--- config.mk ---
export PLATFORM = sky130hd
export DESIGN_NAME = apb_cmd_master
export DESIGN_NICKNAME = d
export VERILOG_FILES = /design/src/rtl/apb_cmd_master_pkg.sv /design/src/rtl/apb_timeout_cnt.sv /design/src/rtl/apb_cmd_master.sv
export SDC_FILE = /design/constraint.sdc
export NUM_CORES = 1
export LEC_CHECK = 0
export ABC_CLOCK_PERIOD_IN_PS = 2300
export CORE_ASPECT_RATIO = 0.75
export CORE_MARGIN = 10
export CORE_UTILIZATION = 30
export CTS_CLUSTER_SIZE = 20
export DETAILED_ROUTE_END_ITERATION = 16
export MAX_ROUTING_LAYER = met4
export PLACE_DENSITY = 0.58
export SLEW_MARGIN = 0
export SYNTH_ARGS = -nofsm -noshare
export SYNTH_HDL_FRONTEND = slang
export SYNTH_SLANG_ARGS = --single-unit
--- constraint.sdc ---
create_clock -name clk -period 2.3 [get_ports clk]
set_input_delay 0.345 -clock clk [delete_from_list [all_inputs] [get_ports clk]]
set_output_delay 0.345 -clock clk [all_outputs]
set_load 0.03 [all_outputs]
--- src/rtl/apb_cmd_master_pkg.sv ---
`default_nettype none
// +----------------------------------------------------------------------+
// | apb_cmd_master_pkg : shared types and widths for the APB cmd master  |
// | Revision 1.0                                                         |
// +----------------------------------------------------------------------+
package apb_cmd_master_pkg;

  // Widths mirror the MCU configuration; only 32-bit data is supported.
  localparam int unsigned c_apb_addr_width = 32;
  localparam int unsigned c_apb_data_width = 32;

  typedef enum logic [1:0] {
    IDLE   = 2'd0,
    SETUP  = 2'd1,
    ACCESS = 2'd2,
    RESP   = 2'd3
  } state_t;

  typedef struct packed {
    logic [c_apb_data_width-1:0] rdata;
    logic                        err;
    logic                        timeout;
  } rsp_t;

endpackage
`default_nettype wire

--- src/rtl/apb_timeout_cnt.sv ---
`default_nettype none
// +----------------------------------------------------------------------+
// | apb_timeout_cnt : saturating ACCESS-phase wait counter               |
// | Revision 1.0                                                         |
// +----------------------------------------------------------------------+
module apb_timeout_cnt #(
  parameter int unsigned TIMEOUT_CYCLES = 255
) (
  input  logic clk,
  input  logic rst,
  input  logic i_clear,
  input  logic i_enable,
  output logic o_expired
);

  generate
    if (TIMEOUT_CYCLES == 0) begin : g_disabled
      logic w_unused;
      assign w_unused  = clk ^ rst ^ i_clear ^ i_enable;
      assign o_expired = 1'b0;
    end else begin : g_enabled
      localparam int unsigned       c_cnt_w = $clog2(TIMEOUT_CYCLES + 1);
      localparam logic [c_cnt_w-1:0] c_limit = c_cnt_w'(TIMEOUT_CYCLES);

      logic [c_cnt_w-1:0] r_cnt;

      // Holds at the limit rather than wrapping, so expiry cannot be missed.
      always_ff @(posedge clk) begin
        if (rst || i_clear) begin
          r_cnt <= '0;
        end else if (i_enable && (r_cnt != c_limit)) begin
          r_cnt <= r_cnt + c_cnt_w'(1);
        end
      end

      assign o_expired = (r_cnt == c_limit);
    end
  endgenerate

endmodule
`default_nettype wire

--- src/rtl/apb_cmd_master.sv ---
`default_nettype none
// +----------------------------------------------------------------------+
// | apb_cmd_master : valid/ready command port to single APB3 transfers   |
// | Revision 1.0                                                         |
// +----------------------------------------------------------------------+
module apb_cmd_master
  import apb_cmd_master_pkg::*;
#(
  parameter int unsigned APB_ADDR_WIDTH = c_apb_addr_width,
  parameter int unsigned APB_DATA_WIDTH = c_apb_data_width,
  parameter int unsigned TIMEOUT_CYCLES = 255
) (
  input  logic                      clk,
  input  logic                      rst,
  input  logic                      req_valid_i,
  output logic                      req_ready_o,
  input  logic                      req_write_i,
  input  logic [APB_ADDR_WIDTH-1:0] req_addr_i,
  input  logic [APB_DATA_WIDTH-1:0] req_wdata_i,
  output logic                      rsp_valid_o,
  input  logic                      rsp_ready_i,
  output logic [APB_DATA_WIDTH-1:0] rsp_rdata_o,
  output logic                      rsp_err_o,
  output logic                      rsp_timeout_o,
  output logic [APB_ADDR_WIDTH-1:0] paddr_o,
  output logic [APB_DATA_WIDTH-1:0] pwdata_o,
  output logic                      pwrite_o,
  output logic                      psel_o,
  output logic                      penable_o,
  input  logic [APB_DATA_WIDTH-1:0] prdata_i,
  input  logic                      pready_i,
  input  logic                      pslverr_i
);

  state_t                    r_state;
  state_t                    w_state_next;
  logic [APB_ADDR_WIDTH-1:0] r_addr;
  logic [APB_DATA_WIDTH-1:0] r_wdata;
  logic                      r_write;
  rsp_t                      r_rsp;

  logic w_accept;
  logic w_misaligned;
  logic w_in_apb;
  logic w_in_access;
  logic w_in_resp;
  logic w_expired;
  logic w_abort;

  assign w_accept     = (r_state == IDLE) && req_valid_i;
  assign w_misaligned = (req_addr_i[1:0] != 2'b00);
  assign w_in_apb     = (r_state == SETUP) || (r_state == ACCESS);
  assign w_in_access  = (r_state == ACCESS);
  assign w_in_resp    = (r_state == RESP);
  // A completing PREADY takes priority over a coincident expiry.
  assign w_abort      = w_in_access && !pready_i && w_expired;

  apb_timeout_cnt #(
    .TIMEOUT_CYCLES (TIMEOUT_CYCLES)
  ) u_timeout_cnt (
    .clk       (clk),
    .rst       (rst),
    .i_clear   (w_accept),
    .i_enable  (w_in_access && !pready_i),
    .o_expired (w_expired)
  );

  always_ff @(posedge clk) begin
    if (rst) begin
      r_state <= IDLE;
    end else begin
      r_state <= w_state_next;
    end
  end

  always_comb begin
    w_state_next = r_state;
    case (r_state)
      IDLE:    if (req_valid_i) w_state_next = w_misaligned ? RESP : SETUP;
      SETUP:   w_state_next = ACCESS;
      ACCESS:  if (pready_i || w_abort) w_state_next = RESP;
      RESP:    if (rsp_ready_i) w_state_next = IDLE;
      default: w_state_next = IDLE;
    endcase
  end

  always_ff @(posedge clk) begin
    if (rst) begin
      r_addr  <= '0;
      r_wdata <= '0;
      r_write <= 1'b0;
      r_rsp   <= '0;
    end else if (w_accept) begin
      r_addr  <= req_addr_i;
      r_wdata <= req_wdata_i;
      r_write <= req_write_i;
      r_rsp   <= '{rdata: '0, err: w_misaligned, timeout: 1'b0};
    end else if (w_in_access && pready_i) begin
      r_rsp.rdata   <= (r_write || pslverr_i) ? '0 : prdata_i;
      r_rsp.err     <= pslverr_i;
      r_rsp.timeout <= 1'b0;
    end else if (w_abort) begin
      r_rsp <= '{rdata: '0, err: 1'b1, timeout: 1'b1};
    end
  end

  // Bus and response fields are masked by state so idle outputs read as zero.
  assign req_ready_o   = (r_state == IDLE);
  assign psel_o        = w_in_apb;
  assign penable_o     = w_in_access;
  assign paddr_o       = w_in_apb ? r_addr : '0;
  assign pwdata_o      = w_in_apb ? r_wdata : '0;
  assign pwrite_o      = w_in_apb && r_write;
  assign rsp_valid_o   = w_in_resp;
  assign rsp_rdata_o   = w_in_resp ? r_rsp.rdata : '0;
  assign rsp_err_o     = w_in_resp && r_rsp.err;
  assign rsp_timeout_o = w_in_resp && r_rsp.timeout;

endmodule
`default_nettype wire

==> results of run 1 <==
==> per-stage QoR <==
step / hold slack [ns] / utilization (%) / power [W] / cell area (um2)
finish: 0.4044 / 47.27 / 0.006104 / 6900
global route: 0.3945 / 47.27 / 0.006481 / 6900
CTS: 0.3883 / 47.26 / 0.006221 / 6898
detailed placement: 0.4424 / 45.52 / 0.004694 / 6644
global placement: 0.4369 / 45.52 / 0.004673 / 6644
floorplan: 0.4317 / - / 0.003731 / 4511
==> repair_timing <==
item | in CTS | in global routing
endpoints found under the setup margin | 27 | 1
resized for setup | 27 | 1
hold buffers | 0 | 0
==> worst reg2reg max path, stage by stage (launching register included) <==
cell and delay [ns]:
dfxtp_1 0.31, inv_1 0.11, ha_1 0.39, and2b_4 0.25, o21ai_4 0.09, or4_1 0.50, a21oi_1 0.16
==> logic make-up (layout without fill, tap and decap cells) <==
logic type | Yosys count | in the layout | share of synthesized area (%)
AO/OA/AOI/OAI | 113 | 113 | 16.28
XOR/XNOR | 6 | 6 | 1.165
adder cells (fa/ha/maj) | 4 | 4 | 1.110
buffers and inverters | 42 | 232 | 3.828
flip-flops | 109 | 109 | 48.38
multiplexers | 1 | 1 | 0.2219
AND/OR/NAND/NOR | 261 | 261 | 29.02
==> synthesized netlist by cell type (2+ instances only) <==
library cell  count  area share, %
and4b_1           2           0.44
xor2_1            6            1.2
nand2b_1          4           0.55
ha_1              4            1.1
inv_1             2           0.17
nand4_1           2           0.28
buf_1             8           0.67
nand2_1         133             11
clkbuf_1         22            1.8
buf_2             9            1.0
nor2_1           11           0.92
a211oi_1          2           0.33
and2_1          100             14
nand3_1           2           0.22
dfxtp_1         109             48
a22o_1           32            6.2
a21oi_1          69            7.7
o211ai_1          3           0.50
==> state kept, by name, summed over array words and instances, names as in the netlist <==
register	cells
u_timeout_cnt.g_enabled.r_cnt	8
r_wdata	32
r_addr	32
r_write	1
r_rsp	34
r_state	2
==> final timing paths <==
check | slack, ns | depth (start not counted) | end | startpoint
worst max-delay path | 0.13 | 5 | paddr_o[24] | r_state[1]
worst min-delay path | 0.40 | 2 | r_addr[3] | rst
worst max register to register | 0.42 | 6 | u_timeout_cnt.g_enabled.r_cnt[5] | r_state[0]
worst min register to register | 0.45 | 2 | r_wdata[27] | r_wdata[27]
==> where the power goes <==
part	internal (W)	switching (W)	total, W
clock	0.000792	0.000712	0.00150
combinational	0.000861	0.00149	0.00235
sequential	0.00213	0.000115	0.00225
==> routing by layer <==
layer  wire length [um]  track usage (%)
met1               7267            19.21
met3               1242            5.176
met2               6118            19.71
met4                156            3.737
met5                  0                -
==> area by class of cell <==
class	instances	share of cell area (%)
well taps	200	3.626
clock inverters	5	0.5077
clock buffers	11	3.663
repair buffers	214	29.03
flip-flops and latches	109	31.62
multi-input cells	385	31.44
inverters	2	0.1088
==> results.ini, run 1 <==
[power]
peakVddDrop_uv = 453.7
p_leak_nw = 2.928
powerDensity_mw_per_mm2 = 884.5

[clock_tree]
cts_setup_buffers = 0
max-clock-path-buffers = 2
h-tree-depth = 3
insertion_delay_ns = 0.35
cts_made_buffers = 9
clock_sinks = 109
cts_tree = yes
clockRootBuffer = clkbuf_16
path_clk_slew_ns = 0.07

[final_layout]
final_common_cell = nand2_1
area_growth_pct = 52.98
fillers = 1475
drive_gt1_share_pct = 14.74
nets = 828
multi_input_area_mm2 = 0.002170
layout.cells.non_filler = 926
layout_common_cells = nand2_1, dfxtp_1, clkdlybuf4s50_1
antenna_cells = 0
final-seq-area_mm2 = 0.002182

[routing]
wl_um = 14780
drc = 0
vias = 4269
dr.pass1.iters = 4
wl_per_cell_um = 15.97
drt_iter0_drc = 248
final_antenna_net_count = 0
viasPerCell = 4.610

[grt]
grt_overflow_total = 0
grt_pass1_wl_um = 22860
grt_usage_pct = 14.29
grt_max_degree = 67
grt_antenna_before_repair = 0
grt_pass1_vias = 4141

[die]
rows = 38
dieArea_mm2 = 0.02039
fp.dieH_um = 126.2
initial_core_util_pct = 30.90
io_pins = 206
dieWidth_um = 161.6
core-area_mm2 = 0.01460

[sta]
fin_crit_sh_pct = 94.25
report.final.slew_viol_count = 0
tightest_slew_ns = 0.7194
clock_skew_ns = 0.005703
finalCriticalPeriod_ns = 2.168
rsz0062_at_grt = false
max_freq_mhz = 461.3
setup_tns_ns = 0
hold_viol_final = 0
slew-limit-headroom_pct = 52.04
setup_viol = 0
finalWorstSetupSlack_ns = 0.1323

[placement]
preCtsSetupSlack_ns = 0.3019
port_buffers = 205
gp_congestion = 0.8144
post-place-cells = 910
dp_hpwl_um = 10710

[synth]
synthCells = 536
yosysUniqueCellTypes = 34
yosysSeqAreaShare_pct = 48.38
synth_warnings = 0
ys_seq_elements = 109
netlist_area_mm2 = 0.004511
syn-num-nets = 643
async_flop_share_pct = 0
synth_ff_type = dfxtp_1
avgSynthCellArea_um2 = 8.415
synth-edff-count = 0

[worst_setup_path]
critical_path.top_delay_family = buffers and inverters
cp_cell_sequence = inv_1 -> ha_1 -> buf_4 -> and2_1 -> buf_4
critPathKind = flip-flop to primary output
path_max_fanout = 38
cp-start-kind = flip-flop
crit_buf_inv = 3
cp-end-kind = primary output
critPathMaxStageDelay_ns = 0.36
cp.required_ns = 1.96
cp_slowest_cell = dfxtp_1
path_common_cell = buf_4
critPathArrivalTime_ns = 1.82

[hold_path]
min_path_type = primary input to flip-flop

[run]
maxCapViolCount = 0

[run_status]
outcome = completed

Power figures use the tool's default switching activity.
==> run 2, diff against run 1 <==
CTS_CLUSTER_DIAMETER = 200   (was default)
==> results of run 2 <==
The final DEF is identical to that of run 1; final timing and power are the same.
